[config.mk]
export PLATFORM = sky130hd
export DESIGN_NAME = hv_timing_gen
export DESIGN_NICKNAME = d
export VERILOG_FILES = /design/src/rtl/hv_timing_gen.sv
export SDC_FILE = /design/constraint.sdc
export NUM_CORES = 1
export LEC_CHECK = 0
export CORE_ASPECT_RATIO = 1.1
export CORE_MARGIN = 1
export CORE_UTILIZATION = 40
export CTS_CLUSTER_SIZE = 40
export DETAILED_ROUTE_END_ITERATION = 8
export GPL_TIMING_DRIVEN = 0
export PLACE_DENSITY = 0.69
export SKIP_LAST_GASP = 1
export SYNTH_ARGS = -nofsm -noshare
export SYNTH_HDL_FRONTEND = slang
export SYNTH_SLANG_ARGS = --single-unit
[constraint.sdc]
create_clock -name MCLK -period 5.47 [get_ports MCLK]
set_input_delay 1.641 -clock MCLK [delete_from_list [all_inputs] [get_ports MCLK]]
set_output_delay 1.641 -clock MCLK [all_outputs]
set_load 0.005 [all_outputs]
[src/rtl/hv_timing_gen.sv]
// rtl/hv_timing_gen.sv - horizontal/vertical video timing generator with blanking, syncs and RGB gating
// Optional frame-latched position mirroring is enabled by defining HVTG_FLIP_EN.
module hv_timing_gen #(
  parameter int H_ACTIVE = 288,
  parameter int H_FP     = 20,
  parameter int H_SYNC   = 32,
  parameter int H_BP     = 44,
  parameter int V_ACTIVE = 224,
  parameter int V_FP     = 11,
  parameter int V_SYNC   = 7,
  parameter int V_BP     = 22,
  parameter int HW       = 9,
  parameter int VW       = 9,
  parameter int DW       = 12,
  parameter int SYNC_POL = 0
) (
  input  logic          MCLK,
  input  logic          RESET_N,
  input  logic          CE,
  input  logic [DW-1:0] RGB_IN,
`ifdef HVTG_FLIP_EN
  input  logic          FLIP,
`endif
  output logic [HW-1:0] HPOS,
  output logic [VW-1:0] VPOS,
  output logic          HBLK,
  output logic          VBLK,
  output logic          DE,
  output logic          HSYN,
  output logic          VSYN,
  output logic          LINE_START,
  output logic          FRAME_START,
  output logic [DW-1:0] RGB_OUT
);

  localparam int H_TOTAL = H_ACTIVE + H_FP + H_SYNC + H_BP;
  localparam int V_TOTAL = V_ACTIVE + V_FP + V_SYNC + V_BP;

  localparam logic [HW-1:0] H_LAST = HW'(H_TOTAL - 1);
  localparam logic [HW-1:0] H_ACT  = HW'(H_ACTIVE);
  localparam logic [HW-1:0] HS_ON  = HW'(H_ACTIVE + H_FP);
  localparam logic [HW-1:0] HS_OFF = HW'(H_ACTIVE + H_FP + H_SYNC);
  localparam logic [VW-1:0] V_LAST = VW'(V_TOTAL - 1);
  localparam logic [VW-1:0] V_ACT  = VW'(V_ACTIVE);
  localparam logic [VW-1:0] VS_ON  = VW'(V_ACTIVE + V_FP);
  localparam logic [VW-1:0] VS_OFF = VW'(V_ACTIVE + V_FP + V_SYNC);
  localparam logic          SYNC_ACT = (SYNC_POL != 0);

  generate
    if (H_TOTAL > 2**HW) begin : g_h_too_wide
      $error("hv_timing_gen: H_TOTAL does not fit in HW bits");
    end
    if (V_TOTAL > 2**VW) begin : g_v_too_wide
      $error("hv_timing_gen: V_TOTAL does not fit in VW bits");
    end
  endgenerate

  logic [HW-1:0] h_q, h_d;
  logic [VW-1:0] v_q, v_d;
  logic          hblk_q, hblk_d, vblk_q, vblk_d, de_q, de_d;
  logic          hsyn_q, hsyn_d, vsyn_q, vsyn_d;
  logic          ls_q, ls_d, fs_q, fs_d;
  logic [DW-1:0] rgb_q, rgb_d;

  // Every flag is computed from the next position so it lands on the same edge as the counter.
  always_comb begin
    h_d = (h_q == H_LAST) ? '0 : h_q + 1'b1;
    v_d = v_q;
    if (h_q == H_LAST) begin
      v_d = (v_q == V_LAST) ? '0 : v_q + 1'b1;
    end
    hblk_d = (h_d >= H_ACT);
    vblk_d = (v_d >= V_ACT);
    de_d   = ~hblk_d & ~vblk_d;
    hsyn_d = (h_d >= HS_ON && h_d < HS_OFF) ? SYNC_ACT : ~SYNC_ACT;
    vsyn_d = (v_d >= VS_ON && v_d < VS_OFF) ? SYNC_ACT : ~SYNC_ACT;
    ls_d   = (h_d == '0);
    fs_d   = ls_d && (v_d == '0);
    rgb_d  = de_d ? RGB_IN : '0;
  end

  always_ff @(posedge MCLK or negedge RESET_N) begin
    if (!RESET_N) begin
      h_q    <= H_LAST;
      v_q    <= V_LAST;
      hblk_q <= 1'b1;
      vblk_q <= 1'b1;
      de_q   <= 1'b0;
      hsyn_q <= ~SYNC_ACT;
      vsyn_q <= ~SYNC_ACT;
      ls_q   <= 1'b0;
      fs_q   <= 1'b0;
      rgb_q  <= '0;
    end else begin
      ls_q <= 1'b0;
      fs_q <= 1'b0;
      if (CE) begin
        h_q    <= h_d;
        v_q    <= v_d;
        hblk_q <= hblk_d;
        vblk_q <= vblk_d;
        de_q   <= de_d;
        hsyn_q <= hsyn_d;
        vsyn_q <= vsyn_d;
        ls_q   <= ls_d;
        fs_q   <= fs_d;
        rgb_q  <= rgb_d;
      end
    end
  end

`ifdef HVTG_FLIP_EN
  logic          flip_q, flip_d;
  logic [HW-1:0] hpos_q, hpos_d;
  logic [VW-1:0] vpos_q, vpos_d;

  // The new FLIP value already applies to the frame-start pixel itself.
  always_comb begin
    flip_d = fs_d ? FLIP : flip_q;
    hpos_d = (flip_d && de_d) ? H_ACT - 1'b1 - h_d : h_d;
    vpos_d = (flip_d && de_d) ? V_ACT - 1'b1 - v_d : v_d;
  end

  always_ff @(posedge MCLK or negedge RESET_N) begin
    if (!RESET_N) begin
      flip_q <= 1'b0;
      hpos_q <= H_LAST;
      vpos_q <= V_LAST;
    end else if (CE) begin
      flip_q <= flip_d;
      hpos_q <= hpos_d;
      vpos_q <= vpos_d;
    end
  end

  assign HPOS = hpos_q;
  assign VPOS = vpos_q;
`else
  assign HPOS = h_q;
  assign VPOS = v_q;
`endif

  assign HBLK        = hblk_q;
  assign VBLK        = vblk_q;
  assign DE          = de_q;
  assign HSYN        = hsyn_q;
  assign VSYN        = vsyn_q;
  assign LINE_START  = ls_q;
  assign FRAME_START = fs_q;
  assign RGB_OUT     = rgb_q;

endmodule

After elaboration in Yosys (flattened, before gate mapping)
Index checks and enable logic that the tools add are counted.
W data, S select, Z words.
Operators by class
  reductions and logical operators: 5
  add/sub/neg operators: 2
  magnitude comparators: 6
  shifts and indexed selects: 0
  multiply operators: 0
  bitwise operators: 3
  divide/modulo/power cells: 0
  equal/unequal tests: 2
  mux-type cells: 8
Operators by type and width (number)
  $mux W9: 3
  $add A9 B1 Y9 const B: 2
  $eq A9 B9 Y1 const B: 2
  $ge A9 B8 Y1 const B: 2
  $ge A9 B9 Y1 const B: 2
  $logic_not A9 Y1: 2
  $mux W12: 1
  $lt A9 B8 Y1 const B: 1
  $lt A9 B9 Y1 const B: 1
  $mux W1: 4
  $logic_and A1 B1 Y1: 3
  $not A1 Y1: 2
  $and A1 B1 Y1: 1
Word-level totals
  register bits after elaboration: 37
  bits in latches: 0
  bits in read-only memories: 0
  logic and storage cells: 36
  RAM bits: 0
  output and inout port bits: 37
  memories: 0

Depth between registers and ports, before layout
Gate-level depths: netlist of run 1.
  depth after elaboration: 7
  mapped depth: 9
  depth with buffers taken out: 7

Worst setup path before layout of run 1
OpenSTA, ideal clock, no wires.
  path type: input to register
  from: input port CE
  to: register rgb_q[0] (netlist: RGB_OUT[0])
  cell stages on the path: 5
  slack: 2.811 ns
  data arrival time: 2.593 ns
  data required time: 5.404 ns
  library setup time: 0.066 ns
  path through: clkinv_1 a221oi_2 nor3b_4 buf_6 a22o_1
RTL lines
  start: declaration: line 19  | input logic CE,
  end signal: assignment: line 107  | rgb_q <= rgb_d;
  end: declaration: line 63  | logic [DW-1:0] rgb_q, rgb_d;

==> impl_metrics.toml, run 1 <==
[global_routing]
grtUsageTotal = 0.2007
overflow = 0
grt_max_degree = 38
antenna_found_initial = 0
grt_pass1_wl_um = 9301
grt_pass1_vias = 1957

[setup_path]
critPathTopFamily = "buffers and inverters"
crit_type = "in2reg"
startpoint_type = "primary input"
worstPathCellList = "clkdlybuf4s50_1, clkinv_1, a221oi_2, nor3b_4, buf_6, a22o_1"
required_ns = 5.70
crit_fanout = 10
worst-path-buf-inv = 3
timing.rr.start = "HPOS[0]"
arrival_ns = 3.44
end_kind = "flip-flop"
crit_path_max_incr_delay_ns = 0.55
crit_cells = 6
crit_path_start = "CE"
reg2reg_depth = 9
crit_path_top_delay_cell = "clkdlybuf4s50_1"

[route]
drtIter0Drc = 224
dr_total_vias = 2088
route.detailed.drc = 0
wire_per_inst_um = 14.63
via_per_inst = 5.568
ant_nets = 0
totalWireLength_um = 5486
first_pass_iters = 4

[clock_tree]
cts_hold_buf = 0
cts_tree = "built"
ctsLongestPathBuffers = 2
clock-sinks = 37
ctsResizeCount = 0
htreeDepth = 2
cts_root_buf = "clkbuf_8"
post_cts_buffers = 0
worst_skew_pair.late_latency_ns = 0.30
numCtsBuffers = 5
path_clk_slew_ns = 0.08

[status]
status = "complete, no violations"

[synth]
ys_ff_latch = 37
synth_area_leader_cell = "dfrtp_1"
synthesis.area_mm2 = 0.002300
synth-xor-area-share = 0.03428
synth_flop_cell = "dfrtp_1"
synth.area.top_cells = "dfrtp_1, dfstp_2, a22o_1, nor2_1, nand2_1"
yosysSeqAreaShare = 0.4113
synthMuxAreaShare = 0.01850
synth_top_area_frac = 0.2285
synth_compound_area_frac = 0.2165
synth_nets = 258
postSynthCellCount = 241
synthAdderAreaFrac = 0.01088
synth_top_family_by_area = "simple AND/OR/NAND/NOR gates"
yosys_warnings = 0
synth.avg_cell_area_um2 = 9.542
synthArstFlopShare = 1.000
synth_edf_count = 0
yosysUniqueCellTypes = 59
yosys.area_share.simple = 0.2383

[pwr]
p_int_mw = 0.6019
p_sw_mw = 0.2782
cellPowerDensity_mw_per_mm2 = 292.3
p_leak_nw = 1.199
pwr-share-seq = 0.413
p_clk_frac = 0.275
peakVddDrop_mv = 0.1590
swShare = 0.3161
power_frac_comb = 0.312

[layout]
mostFrequentLayoutCell = "clkdlybuf4s50_1"
final_cell_mix = "clkdlybuf4s50_1, dfrtp_1, nor2_1"
area_delta_synth_final_pct = 30.90
stdcell_count = 375
drive_gt1_frac = 0.1433
antenna_cells = 0
nNetsFinal = 316
fillers = 517

[floorplan]
initial_core_util = 0.4208
ioPinCount = 52
row_count = 28
die_x_um = 74.30
die_area_mm2 = 0.006057
core_mm2 = 0.005465
die_h_um = 81.53

[timing]
final-setup-viol-count = 0
slew_headroom = 0.4510
setup-tns-final_ns = 0
hold_viol = 0
finalCritPeriodShare = 0.5857
final.min_clock_period_ns = 3.204
fin_skew_ns = 0.01472
maxSlewViolCount = 0
tightest_slew_ns = 0.8234
fmaxAchievable_mhz = 312.1
rsz0062_at_grt = "no"

[place]
dpl.hpwl_um = 3821
gp_congestion = 0.9003
numPlacedInstances = 367
port_buffers = 51

[worst_hold_path]
whs_path_depth = 1
hp-start = "DE"
min_path_type = "reg2reg"

[job]
maxCapViolations = 0
==> sequential cells by signal, summed over array words and instances (netlist names) <==
name / flops
LINE_START: 1
DE: 1
HPOS: 9
FRAME_START: 1
HBLK: 1
HSYN: 1
VSYN: 1
VPOS: 9
VBLK: 1
RGB_OUT: 12
==> Yosys cell counts (all sizes together) (3+ instances only) <==
cell,instances
xnor2,7
a22o,12
nand3,11
o21ai,14
a21oi,4
clkbuf,8
nor3b,4
and3,9
and4,3
nor4,3
dfrtp,21
nand2,18
nand4,6
buf,10
inv,9
a31oi,9
dfstp,16
nor2,20
nor3,7
o31ai,5
==> worst paths after layout <==
path                       slack [ns]          end
max                              2.27  RGB_OUT[11]
min                              0.49           DE
max reg2reg                      2.79  RGB_OUT[11]
min reg2reg                      0.49           DE
max in group asynchronous        3.51   LINE_START
min in group asynchronous        1.44  FRAME_START
==> routing by layer <==
metal	vias up	share of wire	track usage	routed length [µm]
met5	-	0	0	0
met4	0	0.015	0.08491	85
met1	979	0.45	0.2648	2442
met2	76	0.47	0.3091	2557
li1	1024	-	-	-
met3	9	0.073	0.05399	401
==> stage by stage <==
| stage | cell area [µm²] | hold slack (ns) | power, mW | setup slack (ns) | utilization |
|---|---|---|---|---|---|
| after floorplan | 2300 | 0.4735 | 0.5245 | 2.811 | - |
| final | 3010 | 0.4913 | 0.8800 | 2.266 | 0.5508 |
| after global routing | 3010 | 0.5238 | 0.9372 | 2.049 | 0.5508 |
| after global placement | 2904 | 0.4645 | 0.6402 | 1.941 | 0.5314 |
| after detailed placement | 2899 | 0.4716 | 0.6429 | 1.903 | 0.5304 |
| after CTS | 3010 | 0.4934 | 0.8861 | 2.211 | 0.5508 |
==> cells by family after synthesis <==
group | Yosys count
compound gates | 68
xor+xnor | 9
fa+ha+maj | 2
buf+inv | 29
flops | 37
mux | 4
simple gates | 92
==> cell type report <==
type,instances,area [µm²],area share
tap,75,93.84,0.03117
timing repair buffer,51,505.5,0.1679
clock buffer,6,72.57,0.02411
sequential,37,945.9,0.3142
inverter,10,37.54,0.01247
multi-input combinational,175,1192,0.3961
clock inverter,2,38.79,0.01288
buffer,19,123.9,0.04115
==> power groups by stage <==
stage,Combinational (mW),Clock (mW),Sequential (mW)
6_report,0.274,0.242,0.364
2_1_floorplan,0.159,0,0.366
5_1_grt,0.305,0.261,0.372
3_3_place_gp,0.271,0,0.369
4_1_cts,0.276,0.247,0.364
3_5_place_dp,0.275,0,0.368
No activity file was read; power rests on OpenSTA's default activity.
==> run 2, diff against run 1 <==
--- a/config.mk
+++ b/config.mk
@@ -11,7 +11,7 @@
 export CTS_CLUSTER_SIZE = 40
 export DETAILED_ROUTE_END_ITERATION = 8
 export GPL_TIMING_DRIVEN = 0
-export PLACE_DENSITY = 0.69
+export PLACE_DENSITY = 0.71
 export SKIP_LAST_GASP = 1
 export SYNTH_ARGS = -nofsm -noshare
 export SYNTH_HDL_FRONTEND = slang
==> constraint.sdc (replaced) <==
create_clock -name MCLK -period 2.8 [get_ports MCLK]
set_input_delay 0.84 -clock MCLK [delete_from_list [all_inputs] [get_ports MCLK]]
set_output_delay 0.84 -clock MCLK [all_outputs]
set_load 0.005 [all_outputs]
==> run 2 against run 1 <==
Against the previous run: clock skew down 0.012 ns; flip-flop and latch count unchanged; global-route usage grew 0.62 points; hold slack got worse by 0.0034 ns; via count down 0.77%; register-to-register slack lost 2.5 ns; clock-buffer cell count unchanged; critical path type is now reg2reg; critical endpoint is now FRAME_START; largest power group unchanged.
==> impl_metrics.toml, run 2 (synthesis results as in run 1) <==
[floorplan]
core_mm2 = 0.005465
die_h_um = 81.53
die_x_um = 74.30
die_area_mm2 = 0.006057
row_count = 28
initial_core_util = 0.4208
ioPinCount = 52

[timing]
slew_headroom = 0.4673
fmaxAchievable_mhz = 390.8
finalCritPeriodShare = 0.9138
maxSlewViolCount = 0
tightest_slew_ns = 0.7991
rsz0062_at_grt = "no"
final.min_clock_period_ns = 2.559
final-setup-viol-count = 0
fin_skew_ns = 0.003075
setup-tns-final_ns = 0
hold_viol = 0

[setup_path]
worst-path-buf-inv = 1
crit_type = "reg2reg"
end_kind = "flip-flop"
startpoint_type = "flip-flop"
crit_path_top_delay_cell = "dfstp_2"
crit_path_max_incr_delay_ns = 0.62
required_ns = 3.03
r2r_setup_slack_ns = 0.24
crit_fanout = 10
worstPathCellList = "ha_2, clkbuf_1, a31oi_1, nor3b_1, a21oi_1, nor4b_1, and3_1"
arrival_ns = 2.79
critPathTopFamily = "simple AND/OR/NAND/NOR gates"

[route]
totalWireLength_um = 5665
dr_total_vias = 2072
ant_nets = 0
first_pass_iters = 4
via_per_inst = 5.511
route.detailed.drc = 0
wire_per_inst_um = 15.07
drtIter0Drc = 157

[clock_tree]
cts_root_buf = "clkbuf_8"
cts_tree = "built"
ctsLongestPathBuffers = 2
htreeDepth = 2
worst_skew_pair.late_latency_ns = 0.29
cts_hold_buf = 0
path_clk_slew_ns = 0.08
numCtsBuffers = 5
clock-sinks = 37

[layout]
fin_area_mm2 = 0.003040
mostFrequentLayoutCell = "clkdlybuf4s50_1"
largest_register_ff_count = 12
antenna_cells = 0
fillers = 514
seq_area_um2 = 945.9
area_delta_synth_final_pct = 32.21
final_cell_mix = "clkdlybuf4s50_1, dfrtp_1, nor2_1"
multi_input_area_mm2 = 0.001206
final_util = 0.5563
drive_gt1_frac = 0.1528
nNetsFinal = 317

[place]
port_buffers = 51
gp_congestion = 0.8973
dpl.hpwl_um = 4006
placed_area_mm2 = 0.002899

[global_routing]
grt_max_degree = 38
overflow = 0
grtUsageTotal = 0.2069
grt_pass1_vias = 1982
grt_pass1_wl_um = 9501
antenna_found_initial = 0

[worst_hold_path]
min_path_type = "reg2reg"

[pwr]
peakVddDrop_mv = 0.2967
cellPowerDensity_mw_per_mm2 = 576.8
p_leak_nw = 1.206

[job]
maxCapViolations = 0

[status]
status = "complete, no violations"
[run 2: cell types whose count changed in the layout (fill, tap and decap cells not counted)]
cell and change:
clkinv_4 -1, clkinvlp_4 +1, a221oi_4 +1, ha_1 -1
a221oi_2 -1, buf_4 +1, ha_2 +1, clkbuf_8 +1
clkbuf_1 -1
[run 2: per-stage QoR]
step           cells  hold WS (ns)  setup WS [ns]  power [mW]
6_report         376        0.4879         0.2415       1.754
5_1_grt          376        0.4974        0.02414       1.865
4_1_cts          375        0.4914        0.08001       1.761
3_5_place_dp     367        0.4723        0.05953       1.264
3_3_place_gp     367        0.4684        0.03946       1.249
2_1_floorplan    241        0.4735         0.4400       1.025
[run 2: metal layers]
metal | track usage | wire (µm) | vias up
met5 | 0 | 0 | -
met2 | 0.3336 | 2704 | 70
met1 | 0.2676 | 2490 | 975
met3 | 0.05890 | 391 | 8
li1 | - | - | 1019
met4 | 0.06604 | 79 | 0
[run 2: repair_timing]
item,CTS,global route
buffers inserted,0,1
gates resized for setup,0,2
endpoints found under the setup margin,0,12
[run 2: worst register-to-register path: cells and delay by family, from the launching register on]
family                   cells  cell delay, ns
flip-flops                   1            0.62
adder cells (fa/ha/maj)      1            0.26
AO/OA/AOI/OAI                2            0.27
AND/OR/NAND/NOR              3            0.99
buffers and inverters        1            0.35
[run 2: worst paths after layout]
check | start | depth (start not counted) | end
hold / removal | DE | 1 | DE
max in group asynchronous | RESET_N | 1 | RGB_OUT[6]
setup / recovery | HPOS[0] | 7 | FRAME_START
hold reg to reg | DE | 1 | DE
min in group asynchronous | RESET_N | 1 | HPOS[7]
setup reg to reg | HPOS[0] | 7 | FRAME_START
[run 2: final cells by class]
type | count | area share
Multi-Input combinational cell | 175 | 0.3967
Sequential cell | 37 | 0.3111
Timing Repair Buffer | 52 | 0.1687
Buffer | 19 | 0.04074
Tap cell | 75 | 0.03086
Clock buffer | 6 | 0.02716
Clock inverter | 2 | 0.01235
Inverter | 10 | 0.01235
[run 2: where the power goes]
part | switching, mW | internal (mW)
clock | 0.203 | 0.290
combinational | 0.265 | 0.282
sequential | 0.0832 | 0.631
total | 0.551 | 1.20
